File: config.mk
export PLATFORM = sky130hd
export DESIGN_NAME = nearest_centroid_sel
export DESIGN_NICKNAME = d
export VERILOG_FILES = /design/src/rtl/nearest_centroid_sel_pkg.sv /design/src/rtl/nearest_centroid_sel_min_cmp_reg.sv /design/src/rtl/nearest_centroid_sel.sv
export SDC_FILE = /design/constraint.sdc
export NUM_CORES = 1
export LEC_CHECK = 0
export ABC_AREA = 0
export CORE_UTILIZATION = 40
export DETAILED_ROUTE_END_ITERATION = 6
export GPL_ROUTABILITY_DRIVEN = 0
export PLACE_DENSITY = 0.77
export SLEW_MARGIN = 5
export SYNTH_ARGS = -nofsm -noshare
export SYNTH_HDL_FRONTEND = slang
export SYNTH_HIERARCHICAL = 1
export SYNTH_SLANG_ARGS = --single-unit
File: constraint.sdc
create_clock -name clk -period 2.92 [get_ports clk]
set_input_delay 0.292 -clock clk [delete_from_list [all_inputs] [get_ports clk]]
set_output_delay 0.292 -clock clk [all_outputs]
set_load 0.01 [all_outputs]
File: src/rtl/nearest_centroid_sel_pkg.sv
// Shared k-means definitions: default widths and the assignment FSM encoding.
package nearest_centroid_sel_pkg;

    localparam int unsigned DW_DEF = 64;
    localparam int unsigned K_DEF  = 4;
    localparam int unsigned CW_DEF = 16;

    typedef enum logic {
        COLLECT = 1'b0,
        HOLD    = 1'b1
    } state_t;

endpackage

File: src/rtl/nearest_centroid_sel_min_cmp_reg.sv
// Running-minimum register: the first beat loads unconditionally, later beats
// load only when strictly smaller, so ties keep the lower index.
module min_cmp_reg #(
    parameter int unsigned DW = 64,
    parameter int unsigned IW = 2
) (
    input  logic          clk,
    input  logic          reset,
    input  logic          i_en,
    input  logic          i_first,
    input  logic [DW-1:0] i_dist,
    input  logic [IW-1:0] i_idx,
    output logic [DW-1:0] o_best_dist,
    output logic [IW-1:0] o_best_idx
);

    logic [DW-1:0] r_best_dist;
    logic [IW-1:0] r_best_idx;
    logic          w_load;

    assign w_load = i_en && (i_first || (i_dist < r_best_dist));

    always_ff @(posedge clk or posedge reset) begin
        if (reset) begin
            r_best_dist <= '0;
            r_best_idx  <= '0;
        end else if (w_load) begin
            r_best_dist <= i_dist;
            r_best_idx  <= i_idx;
        end
    end

    assign o_best_dist = r_best_dist;
    assign o_best_idx  = r_best_idx;

endmodule

File: src/rtl/nearest_centroid_sel.sv
// Nearest-centroid selector: reduces K distances per point to (index, distance)
// and hands the result downstream on a valid/ready handshake.
module nearest_centroid_sel
    import nearest_centroid_sel_pkg::*;
#(
    parameter  int unsigned DW = DW_DEF,
    parameter  int unsigned K  = K_DEF,
    parameter  int unsigned CW = CW_DEF,
    localparam int unsigned IW = $clog2(K)
) (
    input  logic          clk,
    input  logic          reset,
    input  logic          clear,
    input  logic [DW-1:0] dist_in,
    input  logic          dist_valid,
    output logic          dist_ready,
    output logic [IW-1:0] best_idx,
    output logic [DW-1:0] best_dist,
    output logic          out_valid,
    input  logic          out_ready,
    output logic [CW-1:0] assign_cnt
);

    localparam logic [IW:0] LAST = (IW + 1)'(K - 1);

    state_t        r_state;
    state_t        w_state_nxt;
    logic [IW:0]   r_cnt;
    logic [CW-1:0] r_assign_cnt;
    logic          r_live;
    logic          w_accept;
    logic          w_consume;
    logic          w_last;

    // r_live keeps dist_ready low until the first clock after reset releases
    always_ff @(posedge clk or posedge reset) begin
        if (reset) begin
            r_state <= COLLECT;
            r_live  <= 1'b0;
        end else begin
            r_state <= w_state_nxt;
            r_live  <= 1'b1;
        end
    end

    always_comb begin
        w_state_nxt = r_state;
        dist_ready  = 1'b0;
        out_valid   = 1'b0;
        case (r_state)
            COLLECT: begin
                dist_ready = r_live;
                if (w_accept && w_last) w_state_nxt = HOLD;
            end
            HOLD: begin
                out_valid = 1'b1;
                if (w_consume) w_state_nxt = COLLECT;
            end
            default: w_state_nxt = COLLECT;
        endcase
        if (clear) w_state_nxt = COLLECT;
    end

    assign w_accept  = dist_valid && dist_ready && !clear;
    assign w_consume = out_valid && out_ready && !clear;
    assign w_last    = (r_cnt == LAST);

    always_ff @(posedge clk or posedge reset) begin
        if (reset) begin
            r_cnt <= '0;
        end else if (clear) begin
            r_cnt <= '0;
        end else if (w_accept) begin
            r_cnt <= w_last ? '0 : r_cnt + 1'b1;
        end
    end

    always_ff @(posedge clk or posedge reset) begin
        if (reset) begin
            r_assign_cnt <= '0;
        end else if (w_consume) begin
            r_assign_cnt <= r_assign_cnt + 1'b1;
        end
    end

    min_cmp_reg #(
        .DW(DW),
        .IW(IW)
    ) u_min (
        .clk        (clk),
        .reset      (reset),
        .i_en       (w_accept),
        .i_first    (r_cnt == '0),
        .i_dist     (dist_in),
        .i_idx      (r_cnt[IW-1:0]),
        .o_best_dist(best_dist),
        .o_best_idx (best_idx)
    );

    assign assign_cnt = r_assign_cnt;

endmodule

==> reports/qor.csv <==
metric;value;unit
status;finished clean;
post-route-period-util;93.86;%
fin_setup_tns;0;ns
crit_path_start_kind;flop;
r2r-start;u_min/o_best_dist[15]$_DFFE_PP0P_;
dr.pass1.iters;5;
maxSlewHeadroom;47.62;%
required;3.18;ns
crit_fanout;21;
total_power;6.603;mW
ant_nets;0;
crit_start;u_min/o_best_dist[15]$_DFFE_PP0P_;
cts_resized;0;
drv_cap;0;
syn_area;6474;um2
r2r_end;u_min/o_best_dist[18]$_DFFE_PP0P_;
worstSetupEndpoint;u_min/o_best_dist[18]$_DFFE_PP0P_;
rsz0062_at_grt;false;
drive_gt1_share;12.06;%
wl_per_cell;18.47;um
reg2regPathDepth;9;
die_h;129.2;um
synthArstFlopShare;100.0;%
clk_latency;0.36;ns
syn_avg_cell_area;9.157;um2
post_drt_via_cell_ratio;5.856;
wirelength;19.61;mm
postSynthRegisterBits;87;
fin_cells;1062;
cts_sinks;87;
fin_crit;2.741;ns
dp.cells;1046;
yosysSeqAreaShare;33.63;%
die_w;129.2;um
grt_pass1_vias;6040;
placed_area;8323;um2
yosysWarningCount;6;
nets;976;
hold_viol_final;0;
clk_path_buf_depth;2;
grt_max_degree;67;
postCtsSetupBuffers;0;
grt_pass1_wl;31.68;mm
antenna_found_initial;0;
p_leak;3.753;nW
worst_slew_pin_slew;0.7848;ns
rrSetupSlack;0.18;ns
worst_hold_path_type;in2async;
clock.fmax;364.9;MHz
design_area;8617;um2
synthToLayoutAreaGrowth;33.11;%
dieArea;16700;um2
start_util;40.90;%
cts_max_level;3;
crit_type;reg2reg;
diodes;0;
synth_fp_nets;842;
setup.worst_path.end_class;flop;
power_per_cell_area;766.3;nW/um2
cts_tree;built;
num_rows;46;
finalClockSkew;0.008436;ns
cts_hold_buffers;0;
path_clk_slew;0.07;ns
overflow;0;
grtUsageTotal;24.21;%
dpl.hpwl;13.58;mm
port-buffer-count;152;
syn_inst;707;
cp.arrival;3.00;ns
top_level_ports;153;
finalSetupViolations;0;
ir_drop;0.0003372;V
whs;0.3669;ns
cts_inserted_buffers;9;
ys_dominant_reg_cell;dfrtp_1;
cts_root_buffer;clkbuf_16;
core-area;15830;um2
drt_iter0_drc;468;
netlist-cell-type-count;49;
via_count;6219;
drv_slew;0;
drc_errors;0;
synth_enable_flop_cells;0;
-- worst min path at each step --
stage,start,end,cells past startpoint
after floorplan,reset,assign_cnt[0]$_DFFE_PP0P_,1
after global routing,reset,u_min/o_best_dist[32]$_DFFE_PP0P_,3
after global placement,assign_cnt[15]$_DFFE_PP0P_,assign_cnt[15]$_DFFE_PP0P_,1
after detailed placement,assign_cnt[13]$_DFFE_PP0P_,assign_cnt[13]$_DFFE_PP0P_,1
after CTS,reset,u_min/o_best_dist[0]$_DFFE_PP0P_,3
final,reset,u_min/o_best_dist[32]$_DFFE_PP0P_,3
-- report_power, final --
group / internal (mW) / switching, mW / leakage (nW)
Clock: 0.605 / 0.575 / 0.146
Sequential: 1.63 / 0.488 / 1.11
Combinational: 1.67 / 1.63 / 2.50
-- stage by stage --
stage                     util (%)  worst slack, ns
after floorplan                  -           0.6105
after global placement       52.59          -0.1084
after detailed placement     52.59          -0.1415
after CTS                    54.44           0.1655
after global routing         54.44          0.02892
final                        54.44           0.1792
-- cell usage in the layout (no fill, tap or decap), types with 4 or more instances in the layout --
cell	synthesis	routed
nand4_1	12	12
ha_1	66	66
dfrtp_1	87	87
buf_4	6	19
xor2_1	7	7
and3_1	4	4
xnor2_1	8	8
clkdlybuf4s50_1	0	152
o21ai_1	40	40
clkbuf_16	0	9
a21oi_1	29	28
nand3_1	34	34
o21ai_0	39	39
nor3_1	4	4
o211ai_1	133	133
nand3_2	41	41
inv_1	69	68
nor2_1	10	10
nand2_1	26	25
buf_12	0	8
-- synthesized netlist by cell type, drive strengths merged, types with 5 or more instances --
library cell,count,area (um2)
a21oi,31,162.7
buf,33,211.5
clkbuf,23,86.33
dfrtp,87,2177
ha,66,825.8
inv,69,259.0
nand2,26,97.59
nand3,75,580.6
nand4,14,100.1
nor2,10,37.54
nor3,5,30.03
nor4,5,76.32
o211ai,133,998.5
o21ai,79,395.4
xnor2,8,70.07
xor2,7,61.31
-- layer usage --
metal  part of all wire, %  global-route usage (%)  routed length, um
met1                    44                   32.17               8676
met2                    46                   38.84               9102
met3                   6.5                   5.202               1273
met4                   2.9                   8.512                563
met5                     0                       0                  0
-- registers in the layout, summed over array words and instances, names as in the netlist --
register and flops:
r_cnt 3, r_live 1, u_min/o_best_dist 64, assign_cnt 16, u_min/o_best_idx 2, r_state 1
-- worst max-delay path, stage by stage (launching register included) --
cell and delay, ns:
dfrtp_1 0.39, inv_1 0.09, ha_1 0.31, nand4_1 0.22
nor4_1 0.34, a32oi_1 0.31, a211oi_4 0.40, buf_4 0.33
o21ai_0 0.13, o211ai_1 0.13
-- kinds of logic (layout without fill, tap and decap cells) --
family | Yosys count | in the layout | share of synthesized area, %
AOI/OAI and AO/OA | 258 | 258 | 26.07
xor gates and xnor gates | 15 | 15 | 2.029
adders and majority gates | 66 | 66 | 12.76
buffers and inverters | 125 | 264 | 8.601
DFF | 87 | 87 | 33.63
muxes | 2 | 2 | 0.3286
other | 1 | 1 | 0.05793
and+or+nand+nor | 153 | 153 | 16.52
-- layout make-up --
type	count	area, um2
Clock buffer	9	225.2
Clock inverter	7	68.82
Fill cell	1402	7211
Inverter	69	259.0
Multi-Input combinational cell	495	3792
Sequential cell	87	2177
Tap cell	216	270.3
Timing Repair Buffer	179	1824
(Power assumes the default switching activity.)
